[config.mk]
export PLATFORM = sky130hd
export DESIGN_NAME = downsampling_top
export DESIGN_NICKNAME = d
export VERILOG_FILES = /design/src/rtl/downsampling_top.sv
export SDC_FILE = /design/constraint.sdc
export NUM_CORES = 1
export LEC_CHECK = 0
export BUFFER_PORTS_ARGS = -buffer_cell sky130_fd_sc_hd__buf_2
export CORE_MARGIN = 8
export CORE_UTILIZATION = 24
export DETAILED_ROUTE_END_ITERATION = 8
export PLACE_DENSITY = 0.45
export SLEW_MARGIN = 20
export SYNTH_ARGS = -nofsm -noshare
export SYNTH_HDL_FRONTEND = slang
export SYNTH_SLANG_ARGS = --single-unit
[constraint.sdc]
create_clock -name clk -period 4.3 [get_ports clk]
set_input_delay 0.86 -clock clk [delete_from_list [all_inputs] [get_ports clk]]
set_output_delay 0.86 -clock clk [all_outputs]
set_load 0.02 [all_outputs]
[src/rtl/downsampling_top.sv]
// 2x2 box-filter decimator: streams a W x H image out of SRAM, one read per
// cycle, and writes the rounded average of each 2x2 block to the output area.
module downsampling_top #(
   parameter int WRITE_ADDR_BASE = 115200,
   parameter int READ_ADDR_BASE  = 0,
   parameter int W               = 320,
   parameter int H               = 240,
   parameter int DW              = 16,
   parameter int AW              = 18
) (
   input  logic          clk,
   input  logic          reset,
   input  logic          start,
   output logic          done,
   output logic [AW-1:0] raddr,
   input  logic [DW-1:0] rdata,
   output logic [AW-1:0] waddr,
   output logic [DW-1:0] wdata,
   output logic          wr_enable
);

   localparam int IW = $clog2(W / 2) + 1;
   localparam int JW = $clog2(H / 2) + 1;
   localparam logic [IW-1:0] LAST_I         = IW'(W / 2 - 1);
   localparam logic [JW-1:0] LAST_J         = JW'(H / 2 - 1);
   localparam logic [AW-1:0] ROW_STEP       = AW'(W);
   localparam logic [AW-1:0] BLOCK_ROW_STEP = AW'(2 * W);
   localparam logic [AW-1:0] COL_STEP       = AW'(2);
   localparam logic [AW-1:0] RD_BASE        = AW'(READ_ADDR_BASE);
   localparam logic [AW-1:0] WR_BASE        = AW'(WRITE_ADDR_BASE);
   localparam logic [DW+1:0] ROUND          = (DW + 2)'(2);

   typedef enum logic [1:0] {
      S_IDLE,
      S_READ,
      S_DRAIN,
      S_DONE
   } state_t;

   state_t r_state;
   state_t w_nextState;

   logic [IW-1:0] r_i;
   logic [JW-1:0] r_j;
   logic [1:0]    r_k;
   logic [AW-1:0] r_rowBase;
   logic [AW-1:0] r_colOff;
   logic [AW-1:0] r_raddr;

   logic          r_capValid;
   logic [1:0]    r_capK;
   logic [DW+1:0] r_acc;
   logic [AW-1:0] r_waddrNext;
   logic [AW-1:0] r_waddr;
   logic [DW-1:0] r_wdata;
   logic          r_wrEnable;

   logic          w_startRun;
   logic          w_endOfRow;
   logic          w_lastRead;
   logic          w_blockDone;
   logic [1:0]    w_kNext;
   logic [AW-1:0] w_colOffNext;
   logic [AW-1:0] w_rowBaseNext;
   logic [AW-1:0] w_raddrNext;
   logic [DW+1:0] w_sum;

   // Next read address built from the row/column bases with adders only
   always_comb begin
      w_startRun    = (r_state == S_IDLE) && start;
      w_endOfRow    = (r_i == LAST_I);
      w_lastRead    = (r_state == S_READ) && (r_k == 2'd3) && w_endOfRow && (r_j == LAST_J);
      w_kNext       = r_k + 2'd1;
      w_colOffNext  = r_colOff;
      w_rowBaseNext = r_rowBase;
      if (r_k == 2'd3) begin
         if (w_endOfRow) begin
            w_colOffNext  = '0;
            w_rowBaseNext = r_rowBase + BLOCK_ROW_STEP;
         end else begin
            w_colOffNext = r_colOff + COL_STEP;
         end
      end
      w_raddrNext = w_rowBaseNext + w_colOffNext + (w_kNext[1] ? ROW_STEP : '0) + AW'(w_kNext[0]);
   end

   // Fourth sample completes the block sum; the +2 rounds half up before the divide by 4
   always_comb begin
      w_blockDone = r_capValid && (r_capK == 2'd3);
      w_sum       = r_acc + {2'b00, rdata} + ROUND;
   end

   // State register
   always_ff @(posedge clk or negedge reset) begin
      if (!reset) begin
         r_state <= S_IDLE;
      end else begin
         r_state <= w_nextState;
      end
   end

   // Next state: drain waits for the final block's write before signalling done
   always_comb begin
      w_nextState = r_state;
      case (r_state)
         S_IDLE:  if (start) w_nextState = S_READ;
         S_READ:  if (w_lastRead) w_nextState = S_DRAIN;
         S_DRAIN: if (r_wrEnable) w_nextState = S_DONE;
         S_DONE:  w_nextState = S_IDLE;
         default: w_nextState = S_IDLE;
      endcase
   end

   // Read sequencer: walks blocks row by row, four reads per block, no bubbles
   always_ff @(posedge clk or negedge reset) begin
      if (!reset) begin
         r_i       <= '0;
         r_j       <= '0;
         r_k       <= '0;
         r_rowBase <= RD_BASE;
         r_colOff  <= '0;
         r_raddr   <= RD_BASE;
      end else if (w_startRun) begin
         r_i       <= '0;
         r_j       <= '0;
         r_k       <= '0;
         r_rowBase <= RD_BASE;
         r_colOff  <= '0;
         r_raddr   <= RD_BASE;
      end else if ((r_state == S_READ) && !w_lastRead) begin
         r_k       <= w_kNext;
         r_colOff  <= w_colOffNext;
         r_rowBase <= w_rowBaseNext;
         r_raddr   <= w_raddrNext;
         if (r_k == 2'd3) begin
            if (w_endOfRow) begin
               r_i <= '0;
               r_j <= r_j + JW'(1);
            end else begin
               r_i <= r_i + IW'(1);
            end
         end
      end
   end

   // Tag each issued read so the returning data lands in the right accumulator slot
   always_ff @(posedge clk or negedge reset) begin
      if (!reset) begin
         r_capValid <= 1'b0;
         r_capK     <= '0;
      end else begin
         r_capValid <= (r_state == S_READ);
         r_capK     <= r_k;
      end
   end

   // Accumulate the block and emit one write per completed block
   always_ff @(posedge clk or negedge reset) begin
      if (!reset) begin
         r_acc       <= '0;
         r_waddrNext <= '0;
         r_waddr     <= '0;
         r_wdata     <= '0;
         r_wrEnable  <= 1'b0;
      end else begin
         r_wrEnable <= w_blockDone;
         if (r_capValid) begin
            if (r_capK == 2'd0) begin
               r_acc <= {2'b00, rdata};
            end else begin
               r_acc <= r_acc + {2'b00, rdata};
            end
         end
         if (w_startRun) begin
            r_waddrNext <= WR_BASE;
         end else if (w_blockDone) begin
            r_waddrNext <= r_waddrNext + AW'(1);
         end
         if (w_blockDone) begin
            r_waddr <= r_waddrNext;
            r_wdata <= DW'(w_sum >> 2);
         end
      end
   end

   assign raddr     = r_raddr;
   assign waddr     = r_waddr;
   assign wdata     = r_wdata;
   assign wr_enable = r_wrEnable;
   assign done      = (r_state == S_DONE);

endmodule

; Yosys cells after proc, flatten, opt, wreduce, memory -nomap -nowiden
; Index checks and enable logic that the tools add are counted.
[totals]
reg_bits = 149
out_inout_bits = 54
elab_cells = 79
[classes]
n_mux = 28
reduce_logical = 16
addsub = 11
n_eq_ne = 10
[ops]
columns = cell, count
row1 = 18-bit 2-to-1 mux, 13
row2 = 9-bit 2-to-1 mux, 5
row3 = 18-bit by 2-bit adder with 18-bit output (second input constant), 2
row4 = 8-bit 2-to-1 mux, 4
row5 = 18-bit by 1-bit adder with 18-bit output, 1
row6 = 18-bit by 1-bit adder with 18-bit output (second input constant), 1
row7 = 18-bit by 10-bit adder with 18-bit output (second input constant), 1
row8 = 18-bit by 16-bit adder with 18-bit output, 1
row9 = 18-bit adder, 1
row10 = 18-bit by 9-bit adder with 18-bit output, 1
row11 = 2-bit 2-to-1 mux, 5
row12 = 9-bit by 1-bit adder with 9-bit output (second input constant), 1
row13 = 9-bit by 8-bit equality test with 1-bit output (second input constant), 1
row14 = 8-bit by 1-bit adder with 8-bit output (second input constant), 1
row15 = 2-bit equality test (second input constant), 4
row16 = 8-bit by 7-bit equality test with 1-bit output (second input constant), 1
row17 = 2-bit case mux with 4 select lines, 1
row18 = 2-bit nonzero test, 4
row19 = 1-bit logical AND, 6
row20 = 2-bit inequality test (second input constant), 3
row21 = 3-bit AND reduction, 2
row22 = 2-bit zero test, 2
row23 = 2-bit by 1-bit adder with 2-bit output (second input constant), 1
row24 = 2-bit by 1-bit equality test with 1-bit output (second input constant), 1
row25 = 2 further kinds, 2

; Depth between registers and ports, before layout
; Gate-level depths: netlist of run 1.
[depth]
ltp_word = 8
ltp_mapped = 18
mapped_depth_nobuf = 17

; Worst setup path before layout of run 1
; Ideal clock, no wire load.
[synth_timing]
path_type = register -> register
from = reg r_i[0]
to = reg r_raddr[17], in the netlist raddr[17]
t_arrival_ns = 4.179
setup_slack_ns = -0.016
stages_incl_launch_ff = 18
n_path_buf = 1
cell_sequence = dfrtp_1 > ha_1 > nor4b_1 > nand4_1 > clkbuf_1 > and2_1 > ha_1 > ha_1 > fa_1 > a21o_1 > a21o_1 > a2111oi_0 > o31a_1 > a21oi_1 > a221o_1 > a21oi_1 > xnor2_1 > a21oi_1
[synth_via]
elab_chain_cells = 8
elab_cells_between_ends = 15
[synth_rtl]
columns = item, line_no
row1 = start: declaration, 43  ; logic [IW-1:0] r_i;
row2 = start signal: assignment, 140  ; r_i <= r_i + IW'(1);
row3 = 9-bit by 8-bit equality test with 1-bit output *, 71  ; w_endOfRow = (r_i == LAST_I);
row4 = 18-bit 2-to-1 mux, 77  ; if (w_endOfRow) begin
row5 = 18-bit 2-to-1 mux, 76  ; if (r_k == 2'd3) begin
row6 = 18-bit adder, 84  ; w_raddrNext = w_rowBaseNext + w_colOffNext + (w_kNext[1] ? ROW_STEP : '0) + AW'(w_kNext[0]);
row7 = 18-bit by 9-bit adder with 18-bit output, 84
row8 = 18-bit by 1-bit adder with 18-bit output, 84
row9 = 18-bit 2-to-1 mux, 130  ; end else if ((r_state == S_READ) && !w_lastRead) begin
row10 = 18-bit 2-to-1 mux, 123  ; end else if (w_startRun) begin
row11 = end signal: assignment, 134  ; r_raddr <= w_raddrNext;
row12 = end: declaration, 48  ; logic [AW-1:0] r_raddr;
; Mark *: on every way between the ends. The rest lies on a longest branch, timed or not. The select of a mux whose other input is x is not followed.
; A chain may end at the register's enable or synchronous reset.

; Worst setup path after layout of run 1
; Same ends and word-level chain as after synthesis.

==> qor.yml, run 1 <==
min_path:
  min_to: "r_capK[1]"
  min_from: "r_k[1]"
  hold_depth: 0
  hp-class: "reg2reg"
timing:
  timing.final.ws_setup_ps: 232
  slew_viol_final: 0
  clock.fmax_ghz: 0.246
  min_period_over_period_pct: 94.6
  clock-skew-final_ps: 11.7
  setup_viol: 0
  hold_ws_ps: 420
  worstMarginPinSlew_ps: 1000
  period_needed_ps: 4070
  slew_headroom_pct: 32.8
  finalHoldViolCount: 0
yosys:
  synth_top_cell_by_area: "dfrtp_1"
  synthTopCellsByArea: "dfrtp_1 (42%), ha_1 (8.3%), nand2_1 (7.6%)"
  synth_top_flop_cell: "dfrtp_1"
  syn_inst: 975
  yosysWarnings: 0
  synth.distinct_cells: 59
  synth_edf_count: 0
  syn_area_per_cell_um2: 8.69
  netlist_area_mm2: 0.00847
  seq_area_frac_synth_pct: 41.9
  ys_ff_latch: 142
  synth_top_area_share_pct: 41.9
  synth_async_sr_flop_share_pct: 100
setup_path:
  cp.arrival_ps: 4380
  crit_type: "reg2reg"
  cp.required_ps: 4610
  cp-start-kind: "flip-flop"
  critPathCaptureType: "flip-flop"
  worstPathMaxFanout: 6
  r2r_cells: 17
  worstReg2RegEnd: "raddr[17]"
  reg2reg_slack_ps: 230
  reg2reg_from: "r_i[0]"
clocking:
  cts-root-buf: "clkbuf_16"
  cts_buffer_depth: 2
  path_clk_slew_ps: 60
  clk_latency_ps: 430
  cts_tree: "built"
  cts_num_sinks: 142
  post_cts_buffers: 0
  holdBufCountCts: 0
  htree_levels: 4
  numCtsBuffers: 17
global_route:
  gr-usage-all-layers_pct: 11.0
  grt_max_degree: 71
  antenna_found_initial: 0
  grt_pass1_vias: 6956
  grt-ovfl-total: 0
  grt_pass1_wl_um: 36700
layout:
  layout.nets: 1149
  drive_above_1_share_pct: 14.5
  syn_to_final_growth_pct: 20.6
  diodes: 0
place:
  place.gp.congestion: 0.775
  pre_cts_ws_ps: 43.6
  hpwl_um: 15900
  port-buffer-count: 72
drt:
  drc: 0
  ant_nets: 0
  wl_um: 22200
  drt_iter0_drc: 276
  viasPerCell: 4.51
  dr.pass1.iters: 4
  vias: 6957
  wire_per_inst_um: 14.4
pwr:
  power_density_mw_per_mm2: 297
  p_leak_uw: 0.00456
  peakVddDrop_mv: 0.274
floorplan:
  ios: 73
  row_count: 69
  die_w_um: 204
  die-area_mm2: 0.0416
  die_h_um: 204
  initial_utilization_pct: 24.1
  core-area_mm2: 0.0351
job:
  drv_cap: 0
outcome:
  status: "finished, final reports clean"
how the worst max path moves through the flow:
stage / slack (ps) / from / end
after global routing: -20 / r_i[0] / raddr[17]
after CTS: 10 / r_i[0] / raddr[17]
after global placement: 120 / r_i[0] / raddr[17]
after detailed placement: 40 / r_i[0] / raddr[17]
after floorplan: 30 / r_i[0] / raddr[17]
final: 230 / r_i[0] / raddr[17]
synthesized netlist by cell type, types with 13 or more instances:
| cell type | instances |
|---|---|
| nand2_1 | 171 |
| o21ai_0 | 46 |
| nand3_1 | 30 |
| nor2_1 | 114 |
| or3_1 | 13 |
| dfrtp_1 | 142 |
| inv_1 | 25 |
| xnor2_1 | 42 |
| ha_1 | 56 |
| a21oi_1 | 86 |
| xor2_1 | 55 |
| clkbuf_1 | 38 |
| and3_1 | 13 |
| nor3_1 | 14 |
| nand4_1 | 20 |
cells in the final DEF (no fill, tap or decap), types with 4 or more instances in the layout:
master	netlist	final
or3_1	13	13
nor2_1	114	113
clkbuf_16	0	17
and2_1	6	5
buf_2	0	71
o21a_1	6	6
ha_1	56	55
a21oi_1	86	86
a21o_1	10	10
nand2_1	171	171
a31oi_1	7	7
xor2_1	55	55
clkinv_2	0	4
nor3_1	14	14
nand4_1	20	20
inv_1	25	25
nor4_1	4	4
dfrtp_1	142	142
or2_2	4	4
o21ai_0	46	46
and3_1	13	13
buf_4	0	39
mux2i_1	7	7
nand3_1	30	29
xnor2_1	42	42
nor3b_1	4	4
conb_1	1	6
registers in the layout, summed over array words and instances (netlist names):
| name | cells |
|---|---|
| r_waddrNext | 18 |
| waddr | 18 |
| r_colOff | 18 |
| r_acc | 18 |
| wr_enable | 1 |
| wdata | 16 |
| r_capK | 2 |
| r_j | 8 |
| r_state | 2 |
| r_i | 9 |
| r_k | 2 |
| r_rowBase | 11 |
| raddr | 18 |
| r_capValid | 1 |
critical path, stage by stage (launching register included):
cell	delay [ps]
dfrtp_1	380
ha_1	220
nor4b_4	140
buf_4	140
and3_1	180
buf_4	160
and2_0	250
nor2_1	290
ha_1	300
ha_1	350
or2_2	300
a21oi_1	220
o31a_1	200
a21oi_1	90
a221o_1	360
a21oi_1	170
xnor2_1	140
a21oi_1	80
power by group:
part / switching, uW / internal (uW) / total [uW]
Sequential: 0 / 1340 / 1340
Clock: 593 / 901 / 1490
Combinational: 126 / 78.1 / 204
layout make-up:
| cell class | count | area, um2 |
|---|---|---|
| Fill cell | 3764 | 24900 |
| Clock buffer | 18 | 429 |
| Multi-Input combinational cell | 773 | 4750 |
| Tap cell | 461 | 577 |
| Clock inverter | 11 | 144 |
| Timing Repair Buffer | 111 | 659 |
| Sequential cell | 142 | 3550 |
| Inverter | 26 | 97.6 |
stage by stage:
stage / instance area, um2 / cells / total power (uW) / TNS (ps) / util, %
2_1_floorplan: 8490 / 980 / 1480 / 0 / -
4_1_cts: 10200 / 1542 / 3090 / 0 / 29.0
3_5_place_dp: 9600 / 1513 / 1570 / 0 / 27.3
3_3_place_gp: 9600 / 1513 / 1570 / 0 / 27.3
5_1_grt: 10200 / 1542 / 3170 / -25.3 / 29.1
6_report: 10200 / 1542 / 3030 / 0 / 29.1
timing repair:
action                                  4_1_cts  5_1_grt
resized for setup                             0        7
endpoints found under the setup margin        0        3
hold endpoints to repair                      0        0
routing by layer:
| layer | vias up | share of wire [%] | global-route usage, % |
|---|---|---|---|
| li1 | 3551 | - | - |
| met1 | 3299 | 50 | 14.5 |
| met2 | 90 | 45 | 17.7 |
| met3 | 17 | 3.8 | 2.39 |
| met4 | 0 | 1.2 | 3.42 |
| met5 | - | 0 | 0 |
cell families after synthesis:
| family | share of synthesized area [%] |
|---|---|
| flops | 41.9 |
| buf+inv | 2.88 |
| mux | 1.23 |
| other cells | 0.0443 |
| xor+xnor | 10.0 |
| simple gates | 21.5 |
| compound gates | 13.4 |
| fa+ha+maj | 8.98 |
No activity file was read; power rests on OpenSTA's default activity.
==> run 2: changes to the inputs <==
Settings changed: SETUP_SLACK_MARGIN set to 0.5.
==> run 2 against run 1 <==
Compared with the run above:
- core utilization rose by 0.67 points
- combinational power grew 3%
- first-iteration DRC count up 6.2%
- power up 3.1%
- global-route usage about the same
- largest power group unchanged
==> qor.yml, run 2 (same netlist as run 1, synthesis figures left out) <==
outcome:
  status: "finished, final reports clean"
layout:
  drive_above_1_share_pct: 17.5
  fill_cells: 3767
  final_cells: 1545
  mostFrequentLayoutCells: "nand2_1 (171), dfrtp_1 (141), nor2_1 (111)"
  syn_to_final_growth_pct: 23.3
  final_cell_area_mm2: 0.0104
  final_common_cell: "nand2_1"
  layout.nets: 1148
setup_path:
  crit_type: "reg2reg"
  critPathSlowestCell: "dfrtp_1"
  reg2reg_slack_ps: 600
  reg2reg_from: "r_i[0]"
  critPathCaptureType: "flip-flop"
  path_cells: "ha_4 -> nor4b_4 -> and3_4 -> nor2_1 -> mux2_4 -> ha_4 -> fa_2 -> a21o_1 -> a21o_1 -> a2111oi_4 -> o31a_1 -> a21oi_2 -> a221o_1 -> a21oi_2 -> xnor2_1 -> a21oi_1"
  cp.required_ps: 4610
  r2r_cells: 16
  crit_family: "compound AO/OA/AOI/OAI gates"
  cp-start-kind: "flip-flop"
  cp.arrival_ps: 4010
  cp.buffers_inverters: 0
  worstReg2RegEnd: "raddr[17]"
  cp.depth: 16
  startpoint: "r_i[0]"
  max_stage_delay_ps: 400
  worstPathMaxFanout: 3
drt:
  drc: 0
  wl_met3_um: 712
  ant_nets: 0
  drt_iter0_drc: 293
  dr.pass1.iters: 5
  wire_per_inst_um: 14.4
  wl_um: 22200
  dr.max_layer_used: "met4"
  met2_wirelength_um: 10700
  viasPerCell: 4.49
  vias: 6938
  m1WireLength_um: 10700
clocking:
  clk_latency_ps: 440
  cts_tree: "built"
  cts-root-buf: "clkbuf_16"
  cts_buffer_depth: 2
  cts_num_sinks: 142
  path_clk_slew_ps: 70
  htree_levels: 4
  numCtsBuffers: 17
  holdBufCountCts: 0
floorplan:
  ios: 73
  row_count: 69
  core-area_mm2: 0.0351
  die_w_um: 204
  initial_utilization_pct: 24.1
  die-area_mm2: 0.0416
  die_h_um: 204
min_path:
  hp-class: "in2async"
timing:
  min_period_over_period_pct: 86.0
  rsz0062_at_grt: "true"
  slew_viol_final: 0
  period_needed_ps: 3700
  slew_headroom_pct: 29.4
  tns_ps: 0
  clock-skew-final_ps: 12.9
  clock.fmax_ghz: 0.270
  worstMarginPinSlew_ps: 1060
  setup_viol: 0
  finalHoldViolCount: 0
global_route:
  gr-usage-all-layers_pct: 11.0
  antenna_found_initial: 0
  grt-ovfl-total: 0
  grt_pass1_vias: 7110
  grt_pass1_wl_um: 37000
  grt_max_degree: 74
place:
  dp.cells: 1503
  placed_area_mm2: 0.00963
  hpwl_um: 15700
  place.gp.congestion: 0.763
  port-buffer-count: 72
job:
  drv_cap: 0
pwr:
  p_leak_uw: 0.00460
  peakVddDrop_mv: 0.259
  power_density_mw_per_mm2: 299
==> run 2: per-layer routing <==
layer	track usage (%)	vias to the layer above
met5	0	-
li1	-	3533
met2	18.4	78
met4	3.57	0
met3	2.28	9
met1	13.9	3318
==> run 2: power by group <==
group	internal, uW	leakage, uW	switching, uW
Clock	927	0.000296	655
Sequential	1340	0.00140	0
Combinational	82.3	0.00290	128
==> run 2: stage by stage <==
step | hold WS (ps) | setup WS, ps | total power [uW] | util, %
global placement | 406 | 181 | 1570 | 27.4
CTS | 467 | 493 | 3190 | 29.4
detailed placement | 418 | 166 | 1570 | 27.4
global route | 472 | 419 | 3260 | 29.7
floorplan | 377 | 476 | 1480 | -
finish | 465 | 601 | 3130 | 29.7
==> run 2: area by class of cell <==
class,count,area [um2],share of cell area [%]
diodes,1,2.50,0.0240
clock buffers,18,429,4.11
clock inverters,14,181,1.74
inverters,26,97.6,0.934
multi-input cells,773,4940,47.3
flip-flops and latches,142,3550,34.0
well taps,461,577,5.52
repair buffers,110,664,6.36
==> run 2: worst max path at each step <==
stage                     slack (ps)        end
final                            600  raddr[17]
after global placement           180  wdata[14]
after CTS                        490  raddr[17]
after detailed placement         170  wdata[14]
after global routing             420  raddr[17]
after floorplan                  480  raddr[17]
==> run 2: repair_timing <==
item | in CTS | in global routing
pin swaps | 15 | 6
gates resized for setup | 12 | 20
setup endpoints to repair | 5 | 7
buffers inserted | 7 | 2
==> run 3: changes to the inputs <==
Settings changed: CTS_BUF_LIST set to sky130_fd_sc_hd__clkbuf_8.
==> run 3 against run 2 <==
Compared with the run above:
- clock power down 25%
- die area unchanged
- register-to-register slack about the same
==> qor.yml, run 3 (same netlist as run 1, synthesis figures left out) <==
setup_path:
  startpoint: "r_i[0]"
  r2r_cells: 16
  path_cells: "ha_4 -> nor4b_4 -> and3_4 -> nor2_1 -> mux2_4 -> ha_4 -> fa_2 -> a21o_1 -> a21o_1 -> a2111oi_4 -> o31a_1 -> a21oi_2 -> a221o_1 -> a21oi_2 -> xnor2_1 -> a21oi_1"
  cp.arrival_ps: 4050
  worstPathMaxFanout: 3
  crit_end: "raddr[17]"
  worstReg2RegEnd: "raddr[17]"
  cp.required_ps: 4640
  reg2reg_slack_ps: 600
  critPathSlowestCell: "dfrtp_1"
  crit_type: "reg2reg"
  reg2reg_from: "r_i[0]"
  max_stage_delay_ps: 410
  cp-start-kind: "flip-flop"
  critPathCaptureType: "flip-flop"
floorplan:
  initial_utilization_pct: 24.1
  row_count: 69
  die_h_um: 204
  core-area_mm2: 0.0351
  die_w_um: 204
  ios: 73
  die-area_mm2: 0.0416
timing:
  min_period_over_period_pct: 86.1
  hold_ws_ps: 429
  rsz0062_at_grt: "true"
  worstMarginPinSlew_ps: 1070
  tns_ps: 0
  slew_viol_final: 0
  finalHoldViolCount: 0
  slew_headroom_pct: 28.5
  period_needed_ps: 3700
  timing.final.ws_setup_ps: 596
  clock-skew-final_ps: 16.1
  clock.fmax_ghz: 0.270
  setup_viol: 0
drt:
  ant_nets: 0
  drt_iter0_drc: 281
  wl_um: 22200
  drc: 0
  vias: 6967
  viasPerCell: 4.52
  dr.pass1.iters: 5
  wire_per_inst_um: 14.4
pwr:
  peakVddDrop_mv: 0.162
  power_frac_comb_pct: 7.7
  power_density_mw_per_mm2: 266
  netSwitchingPower_uw: 721
  p_leak_uw: 0.00451
  p_total_uw: 2720
  power_switching_share_pct: 26.5
  p_seq_share_pct: 49.0
  intPower_uw: 2000
  clkPwrFrac_pct: 43.3
clocking:
  cts-root-buf: "clkbuf_8"
  path_clk_slew_ps: 90
  numCtsBuffers: 17
  holdBufCountCts: 0
  cts_buffer_depth: 2
  cts_tree: "built"
  clk_latency_ps: 460
  cts_num_sinks: 142
  htree_levels: 4
global_route:
  grt_pass1_wl_um: 37000
  grt_max_degree: 74
  grt-ovfl-total: 0
  grt_pass1_vias: 7120
  antenna_found_initial: 0
  gr-usage-all-layers_pct: 10.9
layout:
  layout.nets: 1147
  syn_to_final_growth_pct: 20.9
  diodes: 0
  fill_cells: 3773
  final_common_cell: "nand2_1"
  mostFrequentLayoutCells: "nand2_1 (171), dfrtp_1 (141), nor2_1 (111)"
  final_cell_area_mm2: 0.0102
  drive_above_1_share_pct: 17.4
min_path:
  hp-class: "in2async"
place:
  pre_cts_ws_ps: 166
  placed_area_mm2: 0.00963
  hpwl_um: 15700
  port-buffer-count: 72
  place.gp.congestion: 0.763
job:
  drv_cap: 0
outcome:
  status: "finished, final reports clean"
-- run 3: cell types whose count changed in the layout (fill, tap and decap cells not counted), sizes merged --
cell / previous run / this run
clkbuf: 18 / 17
inv: 31 / 32
diode: 1 / 0
buf: 110 / 109
-- run 3: worst min path at each step --
stage,end,slack (ps)
after floorplan,r_capK[1],380
after global placement,r_capK[1],410
after detailed placement,r_capK[1],420
after CTS,wdata[7],420
after global routing,wdata[7],450
final,wdata[7],430
-- run 3: repair_timing --
action                                  in CTS  in global routing
gates resized for setup                     13                 20
buffers inserted                             7                  1
endpoints found under the setup margin       5                  6
pin swaps                                   15                  5
-- run 3: per-layer routing --
metal	track usage (%)	up-vias	part of all wire, %
met5	0	-	0
met4	3.26	0	0.90
met3	2.23	7	3.3
met2	18.6	102	48
met1	13.8	3323	48
li1	-	3535	-
-- run 3: through the flow --
step / instances / utilization (%)
floorplan: 980 / -
global placement: 1503 / 27.4
detailed placement: 1503 / 27.4
CTS: 1542 / 28.9
global route: 1543 / 29.2
finish: 1543 / 29.2
-- run 3: power by group through the flow --
stage	clock network (uW)	registers (uW)	logic [uW]
after floorplan	0	1360	119
after global placement	0	1360	213
after detailed placement	0	1360	213
after CTS	1240	1330	215
after global routing	1280	1330	239
final	1180	1330	209
-- run 3: layout make-up --
class	count	area [um2]	area share, %
Multi-Input combinational cell	773	4940	48.2
Sequential cell	142	3550	34.7
Timing Repair Buffer	109	657	6.41
Tap cell	461	577	5.63
Clock buffer	17	234	2.28
Clock inverter	15	185	1.81
Inverter	26	97.6	0.953
-- run 3: critical path, delay by kind of cell, from the launching register on --
family | cells | cell delay (ps)
xor+xnor | 1 | 130
simple gates | 3 | 530
fa+ha+maj | 3 | 670
flops | 1 | 410
mux | 1 | 280
compound gates | 8 | 1550
